[src/rtl/float_type.sv]
`default_nettype none
// ============================================================================
//  Module      : float_type (package)
//  Description : Shared floating-point types: single-precision layout,
//                operand classes, sequential-multiplier FSM states and
//                canonical quiet-NaN pattern generator.
//  Revision    : 1.1 - added fp_class_t, fp_mul_state_t and fp_qnan
// ============================================================================
package float_type;

    // Single-precision field layout used by the combinational product block
    typedef struct packed {
        logic        sign;
        logic [7:0]  exp;
        logic [22:0] man;
    } type_of_float;

    // Operand class after denormals-are-zero folding
    typedef enum logic [1:0] {
        ZERO   = 2'd0,
        NORMAL = 2'd1,
        INF    = 2'd2,
        NAN    = 2'd3
    } fp_class_t;

    // Sequential multiplier control states
    typedef enum logic [2:0] {
        IDLE  = 3'd0,
        MUL   = 3'd1,
        NORM  = 3'd2,
        ROUND = 3'd3,
        DONE  = 3'd4
    } fp_mul_state_t;

    // Canonical qNaN {0, all-ones exponent, 1, 0...}; callers slice the low
    // 1+exp_w+man_w bits. Formats up to 64 bits wide are supported.
    function automatic logic [63:0] fp_qnan(input int exp_w, input int man_w);
        return (((64'd1 << exp_w) - 64'd1) << man_w) | (64'd1 << (man_w - 1));
    endfunction

endpackage
`default_nettype wire

[src/rtl/fp_classify.sv]
`default_nettype none
// ============================================================================
//  Module      : fp_classify
//  Description : Unpacks an IEEE-754 word into sign, exponent and significand
//                (hidden bit restored) and classifies it. Subnormals are
//                treated as zero (DAZ).
//  Revision    : 1.0 - initial release
// ============================================================================
module fp_classify
    import float_type::*;
#(
    parameter int EXP_W = 8,
    parameter int MAN_W = 23
) (
    input  logic [EXP_W+MAN_W:0] i_op,
    output logic                 o_sign,
    output logic [EXP_W-1:0]     o_exp,
    output logic [MAN_W:0]       o_sig,
    output fp_class_t            o_cls
);

    logic w_exp_ones;
    logic w_exp_zero;
    logic w_man_zero;

    // Field extraction and class decode
    always_comb begin
        o_sign     = i_op[EXP_W+MAN_W];
        o_exp      = i_op[EXP_W+MAN_W-1:MAN_W];
        w_exp_ones = &o_exp;
        w_exp_zero = ~|o_exp;
        w_man_zero = ~|i_op[MAN_W-1:0];
        o_sig      = {~w_exp_zero, i_op[MAN_W-1:0]};
        if (w_exp_ones) begin
            o_cls = w_man_zero ? INF : NAN;
        end else if (w_exp_zero) begin
            o_cls = ZERO;
        end else begin
            o_cls = NORMAL;
        end
    end

endmodule
`default_nettype wire

[src/rtl/fp_mul_seq.sv]
`default_nettype none
// ============================================================================
//  Module      : fp_mul_seq
//  Description : Sequential shift-add IEEE-754 multiplier with generic widths,
//                valid/ready handshakes, round-to-nearest-even, DAZ/FTZ and
//                underflow/overflow/NaN/inexact flags.
//  Revision    : 1.0 - initial release
// ============================================================================
module fp_mul_seq
    import float_type::*;
#(
    parameter int EXP_W = 8,
    parameter int MAN_W = 23
) (
    input  logic                 clk,
    input  logic                 rst,
    input  logic                 in_valid,
    output logic                 in_ready,
    input  logic [EXP_W+MAN_W:0] a,
    input  logic [EXP_W+MAN_W:0] b,
    output logic                 out_valid,
    input  logic                 out_ready,
    output logic [EXP_W+MAN_W:0] result,
    output logic                 flag_u,
    output logic                 flag_o,
    output logic                 flag_n,
    output logic                 flag_x
);

    localparam int c_W  = 1 + EXP_W + MAN_W;
    localparam int c_N  = MAN_W + 1;
    localparam int c_PW = 2 * c_N;
    localparam int c_EW = EXP_W + 2;
    localparam int c_CW = $clog2(MAN_W + 1);

    localparam logic signed [c_EW-1:0] c_BIAS     = c_EW'((2 ** (EXP_W - 1)) - 1);
    localparam logic signed [c_EW-1:0] c_EXP_MAX  = c_EW'((2 ** EXP_W) - 1);
    localparam logic signed [c_EW-1:0] c_EXP_ONE  = c_EW'(1);
    localparam logic signed [c_EW-1:0] c_EXP_ZERO = c_EW'(0);
    localparam logic [63:0]            c_QNAN_ALL = fp_qnan(EXP_W, MAN_W);
    localparam logic [c_W-1:0]         c_QNAN     = c_QNAN_ALL[c_W-1:0];
    localparam logic [c_CW-1:0]        c_CNT_INIT = c_CW'(MAN_W);
    localparam logic [c_CW-1:0]        c_CNT_ONE  = c_CW'(1);

    fp_mul_state_t           r_state;
    logic [c_CW-1:0]         r_cnt;
    logic [c_N-1:0]          r_ma;
    logic [c_N-1:0]          r_mb;
    logic [c_PW-1:0]         r_acc;
    logic signed [c_EW-1:0]  r_exp;
    logic                    r_sign;
    logic [c_W-1:0]          r_result;
    logic                    r_flag_u;
    logic                    r_flag_o;
    logic                    r_flag_n;
    logic                    r_flag_x;
    logic                    r_out_valid;

    logic                    w_sign_a, w_sign_b;
    logic [EXP_W-1:0]        w_exp_a, w_exp_b;
    logic [MAN_W:0]          w_sig_a, w_sig_b;
    fp_class_t               w_cls_a, w_cls_b;

    fp_classify #(.EXP_W(EXP_W), .MAN_W(MAN_W)) u_cls_a (
        .i_op   (a),
        .o_sign (w_sign_a),
        .o_exp  (w_exp_a),
        .o_sig  (w_sig_a),
        .o_cls  (w_cls_a)
    );

    fp_classify #(.EXP_W(EXP_W), .MAN_W(MAN_W)) u_cls_b (
        .i_op   (b),
        .o_sign (w_sign_b),
        .o_exp  (w_exp_b),
        .o_sig  (w_sig_b),
        .o_cls  (w_cls_b)
    );

    logic                    w_sign_p;
    logic                    w_is_nan;
    logic                    w_is_inf;
    logic                    w_is_zero;
    logic [c_W-1:0]          w_special_res;
    logic signed [c_EW-1:0]  w_exp_sum;

    // Special-case detection and biased exponent sum for the accepted pair
    always_comb begin
        w_sign_p  = w_sign_a ^ w_sign_b;
        w_is_nan  = (w_cls_a == NAN) || (w_cls_b == NAN) ||
                    ((w_cls_a == INF) && (w_cls_b == ZERO)) ||
                    ((w_cls_a == ZERO) && (w_cls_b == INF));
        w_is_inf  = !w_is_nan && ((w_cls_a == INF) || (w_cls_b == INF));
        w_is_zero = !w_is_nan && !w_is_inf && ((w_cls_a == ZERO) || (w_cls_b == ZERO));
        if (w_is_nan) begin
            w_special_res = c_QNAN;
        end else if (w_is_inf) begin
            w_special_res = {w_sign_p, {EXP_W{1'b1}}, {MAN_W{1'b0}}};
        end else begin
            w_special_res = {w_sign_p, {(c_W-1){1'b0}}};
        end
        w_exp_sum = $signed({2'b00, w_exp_a}) + $signed({2'b00, w_exp_b}) - c_BIAS;
    end

    logic [MAN_W-1:0]        w_man;
    logic                    w_guard;
    logic                    w_sticky;
    logic                    w_round_up;
    logic [MAN_W:0]          w_man_rnd;
    logic signed [c_EW-1:0]  w_exp_rnd;
    logic                    w_ovf;
    logic                    w_unf;

    // Round-to-nearest-even on the normalised product (leading 1 at the MSB)
    always_comb begin
        w_man      = r_acc[c_PW-2:MAN_W+1];
        w_guard    = r_acc[MAN_W];
        w_sticky   = |r_acc[MAN_W-1:0];
        w_round_up = w_guard & (w_sticky | w_man[0]);
        w_man_rnd  = {1'b0, w_man} + {{MAN_W{1'b0}}, w_round_up};
        w_exp_rnd  = r_exp + (w_man_rnd[MAN_W] ? c_EXP_ONE : c_EXP_ZERO);
        w_ovf      = (w_exp_rnd >= c_EXP_MAX);
        w_unf      = (w_exp_rnd <= c_EXP_ZERO);
    end

    // Control FSM, shift-add iteration and registered result/flags
    always_ff @(posedge clk) begin
        if (rst) begin
            r_state     <= IDLE;
            r_cnt       <= '0;
            r_ma        <= '0;
            r_mb        <= '0;
            r_acc       <= '0;
            r_exp       <= '0;
            r_sign      <= 1'b0;
            r_result    <= '0;
            r_flag_u    <= 1'b0;
            r_flag_o    <= 1'b0;
            r_flag_n    <= 1'b0;
            r_flag_x    <= 1'b0;
            r_out_valid <= 1'b0;
        end else begin
            case (r_state)
                IDLE: begin
                    if (in_valid) begin
                        r_sign <= w_sign_p;
                        if (w_is_nan || w_is_inf || w_is_zero) begin
                            r_result <= w_special_res;
                            r_flag_u <= 1'b0;
                            r_flag_o <= 1'b0;
                            r_flag_n <= w_is_nan;
                            r_flag_x <= 1'b0;
                            r_state  <= DONE;
                        end else begin
                            r_ma    <= w_sig_a;
                            r_mb    <= w_sig_b;
                            r_acc   <= '0;
                            r_exp   <= w_exp_sum;
                            r_cnt   <= c_CNT_INIT;
                            r_state <= MUL;
                        end
                    end
                end
                MUL: begin
                    // Multiplier bits are consumed MSB first
                    r_acc <= {r_acc[c_PW-2:0], 1'b0} +
                             (r_mb[c_N-1] ? {{c_N{1'b0}}, r_ma} : {c_PW{1'b0}});
                    r_mb  <= {r_mb[c_N-2:0], 1'b0};
                    if (r_cnt == '0) begin
                        r_state <= NORM;
                    end else begin
                        r_cnt <= r_cnt - c_CNT_ONE;
                    end
                end
                NORM: begin
                    if (r_acc[c_PW-1]) begin
                        r_exp <= r_exp + c_EXP_ONE;
                    end else begin
                        r_acc <= {r_acc[c_PW-2:0], 1'b0};
                    end
                    r_state <= ROUND;
                end
                ROUND: begin
                    r_flag_n <= 1'b0;
                    if (w_ovf) begin
                        r_result <= {r_sign, {EXP_W{1'b1}}, {MAN_W{1'b0}}};
                        r_flag_u <= 1'b0;
                        r_flag_o <= 1'b1;
                        r_flag_x <= 1'b1;
                    end else if (w_unf) begin
                        r_result <= {r_sign, {(c_W-1){1'b0}}};
                        r_flag_u <= 1'b1;
                        r_flag_o <= 1'b0;
                        r_flag_x <= 1'b1;
                    end else begin
                        r_result <= {r_sign, w_exp_rnd[EXP_W-1:0], w_man_rnd[MAN_W-1:0]};
                        r_flag_u <= 1'b0;
                        r_flag_o <= 1'b0;
                        r_flag_x <= w_guard | w_sticky;
                    end
                    r_out_valid <= 1'b1;
                    r_state     <= DONE;
                end
                DONE: begin
                    // Special results arrive here with out_valid low; raise it one edge later
                    if (!r_out_valid) begin
                        r_out_valid <= 1'b1;
                    end else if (out_ready) begin
                        r_out_valid <= 1'b0;
                        r_state     <= IDLE;
                    end
                end
                default: begin
                    r_state     <= IDLE;
                    r_out_valid <= 1'b0;
                end
            endcase
        end
    end

    assign in_ready  = (r_state == IDLE);
    assign out_valid = r_out_valid;
    assign result    = r_result;
    assign flag_u    = r_flag_u;
    assign flag_o    = r_flag_o;
    assign flag_n    = r_flag_n;
    assign flag_x    = r_flag_x;

endmodule
`default_nettype wire

[config.mk]
export PLATFORM = sky130hd
export DESIGN_NAME = fp_mul_seq
export DESIGN_NICKNAME = d
export VERILOG_FILES = /design/src/rtl/float_type.sv /design/src/rtl/fp_classify.sv /design/src/rtl/fp_mul_seq.sv
export SDC_FILE = /design/constraint.sdc
export NUM_CORES = 1
export LEC_CHECK = 0
export ABC_AREA = 0
export BUFFER_PORTS_ARGS = -buffer_cell sky130_fd_sc_hd__buf_2
export CORE_MARGIN = 1.5
export CORE_UTILIZATION = 50
export CTS_CLUSTER_SIZE = 24
export DETAILED_ROUTE_END_ITERATION = 8
export PLACE_DENSITY_LB_ADDON = 0.3
export SLEW_MARGIN = 20
export SYNTH_ARGS = -nofsm -noshare
export SYNTH_HDL_FRONTEND = slang
export SYNTH_SLANG_ARGS = --single-unit
[constraint.sdc]
create_clock -name clk -period 8.88 [get_ports clk]
set_clock_uncertainty 0.15 [all_clocks]
set_input_delay 1.776 -clock clk [delete_from_list [all_inputs] [get_ports clk]]
set_output_delay 1.776 -clock clk [all_outputs]
set_load 0.05 [all_outputs]
==> results.md <==
* Status: completed
* Hold Fails Final Rpt at 0
* CP max stage delay at 0.62 ns
* Reg power frac at 38.7%
* Most frequent cells in the layout: nor2_1, dfxtp_1, nand2_1
* Cell Int Power at 1390 uW
* Worst slack at placement at 3.82 ns
* Cell Area, Synth at 9500 sq um
* Max-Cap Viols at 0
* Number of diodes at 0
* PD cells at 202 nW/um^2
* Highest Signal Layer: met4
* WL per Instance at 17.3 microns
* Yosys cell types at 90
* Logic pwr share at 24.6%
* Achievable frequency at 0.215 GHz
* CP Max Fanout at 22
* Dpl cells at 1463
* Met2 WL at 11700 microns
* Unrepaired setup endpoints after global routing: false
* Grt total ovfl at 0
* Syn Inst Count at 1206
* DRC at 0
* Aggregate global-route resource usage at 25.9%
* DRT iter0 DRCs at 1022
* Total length of routed wires at 25800 microns
* Max-slew violation count at 0
* Sw power at 750 uW
* Setup TNS at 0 ns
* RR Endpoint: result[9]
* Clock sink count at 152
* Vias/cell at 6.23
* Clk pwr share at 36.7%
* Hold_buf cts at 0
* Reg2reg start: r_acc[27]
* First-pass GRT wire length at 41800 microns
* Leak pwr at 0.00413 uW
* Bufs on Longest Clock Path at 2
* Worst setup EP type: register
* Hold crit path type: register to register
* Worst hold path depth at 2
* Vias in the first global route at 8247
* Antenna violations before repair at 0
* Clock-pin slew of the registers on the worst-case setup and hold paths at 0.07 ns
* Min-delay src: r_ma[6]
* Slowest CP cell: or3_1
* Sequential share of the synthesized area at 32.0%
* RePlAce Congestion at 0.901
* Core Region at 18600 sq um
* Hold Path Sink: r_ma[6]
* Setup bufs post-CTS at 0
* Final design utilization at 56.8%
* IO Pins at 106
* Kind of start point of the critical path: register
* Finished Layout Cells at 1495
* Reg2Reg Depth at 14
* Post-synth EDFFs at 0
* Clk Latency, worst-skew pair at 0.43 ns
* Crit path kind: register to register
* Die span in y at 141 microns
* Slew margin rel. at 22.5%
* CP arrival at 4.86 ns
* Layout cells sized above 1 at 14.1%
* Die area at 19800 sq um
* Fillers at 1694
* Switching part of the total power at 35.1%
* Post-CTS sizing at 0
* Req. time, crit path at 9.08 ns
* Vias at 9308
* TritonCTS buffer count at 17
* Final period util at 52.4%
* Final hold slack at 0.300 ns
* Setup violators final at 0
* Largest net degree at the start of global routing at 92
* Multi-input logic area at 5960 sq um
* Slew @ Worst Pin at 1.15 ns
* Routed Antenna Nets at 0
* Rows at 50
* Final min period at 4.66 ns
* Flop and latch count out of synthesis at 152
* Metal-1 WL at 12000 microns
* Cell mode on critical path: ha_1
* H-Tree Depth at 4
* CP Cell Sequence: and2_1, nand3_2, nor4_4, and4_1, and3_1, ha_1, ha_1, nand4_2, or2_1, and3b_1, o2111ai_1, nand2_1, or3_1, o2bb2ai_1
* Area grow syn2layout at 11.4%
* WL met3 at 1810 microns
* Final HPWL DP at 18000 microns
* Register area at 3040 sq um
* Bufs and invs on worst path at 0
* Synth warn at 0
* Die W at 141 microns
* Flop2flop setup slack at 4.22 ns
* Starting Density at 51.0%
* FFs w/ async S/R, synth at 0%
* Net count after synthesis at 1321
* Final net count at 1363
* Port Buffers at 105
* Worst Slack Setup Final at 4.22 ns
* Top_reg_cell synth: dfxtp_1
* TritonCTS clock tree: built
* Root buffer cell: clkbuf_16
* Crit path max-delay family: simple AND/OR/NAND/NOR gates
* Synthesized area per cell at 7.88 sq um
* Detailed Routing Iterations Pass 1 at 7
* Maximum vdd ir drop at 0.000149 V
-- worst max path at each step --
stage | start | to | slack, ns | depth (start not counted)
global route | r_acc[27] | result[9] | 3.84 | 14
floorplan | a[24] | r_exp[9] | 5.02 | 10
finish | r_acc[27] | result[9] | 4.22 | 14
CTS | r_acc[27] | result[2] | 4.25 | 14
detailed placement | b[24] | r_mb[6] | 3.82 | 8
global placement | b[24] | r_mb[14] | 3.97 | 8
-- area by class of cell --
| type | count | share of cell area, % |
|---|---|---|
| inverters | 26 | 0.922 |
| well taps | 234 | 2.77 |
| clock buffers | 19 | 4.28 |
| flip-flops and latches | 152 | 28.8 |
| multi-input cells | 942 | 56.3 |
| clock inverters | 13 | 1.69 |
| repair buffers | 109 | 5.27 |
-- cell usage after synthesis (6+ instances only) --
cell       number  area [sq um]
a211oi_1       14           105
a21o_1         10          75.1
a21oi_1        78           390
a221oi_1        9          78.8
a222oi_1       13           130
a22oi_1        16           120
a31oi_1        15          93.8
and2_1         33           206
and3_1         17           106
buf_2          23           115
buf_4           6          45.0
clkbuf_1       45           169
dfxtp_1       152          3040
ha_1           45           563
inv_1          25          93.8
nand2_1       131           492
nand2b_1        8          50.1
nand3_1        30           150
nand4_1        26           163
nor2_1        154           578
nor3_1         27           135
nor4_1         40           250
o2111ai_1       7          61.3
o211ai_1       11          82.6
o21a_1         11          82.6
o21ai_0        40           200
o21ai_1         7          35.0
o22ai_1         7          43.8
o2bb2ai_1      23           201
or3_1          10          62.6
xnor2_1        31           272
xor2_1         24           210
-- sequential cells by signal, indices dropped and copies added (netlist names), 3 cells and up --
name,flops
r_state,3
r_mb,24
r_cnt,5
r_acc,48
r_exp,10
result,32
r_ma,24
-- logic make-up (layout without fill, tap and decap cells) --
group | count (synthesis) | in the layout | share of synthesized area, %
AOI/OAI and AO/OA | 314 | 314 | 23.4
xor gates and xnor gates | 55 | 55 | 5.07
adders and majority gates | 47 | 47 | 6.35
buffers and inverters | 112 | 167 | 5.40
DFF | 152 | 152 | 32.0
muxes | 4 | 4 | 0.421
and+or+nand+nor | 522 | 522 | 27.4
-- worst min-delay path, delay by kind of cell (launching register included) --
| family | cells | cell delay, ns |
|---|---|---|
| AOI/OAI and AO/OA | 1 | 0.05 |
| and+or+nand+nor | 1 | 0.05 |
| DFF | 1 | 0.30 |
-- power by group through the flow --
stage	Clock, uW	Sequential, uW	Combinational [uW]
after global routing	826	838	583
after global placement	0	839	508
after floorplan	0	821	414
after detailed placement	0	840	515
after CTS	794	826	519
final	784	828	525
-- metrics by stage --
step,total power [uW],area [sq um]
floorplan,1240,9500
global placement,1350,9950
detailed placement,1350,9950
CTS,2140,10600
global route,2250,10600
finish,2140,10600
-- metal layers --
layer  global-route usage (%)  vias up
met5                        0        -
met3                     4.31       36
met4                     7.73        0
met2                     40.7      380
met1                     36.5     4370
li1                         -     4522
Note: power is estimated with default switching activity, not from simulation.
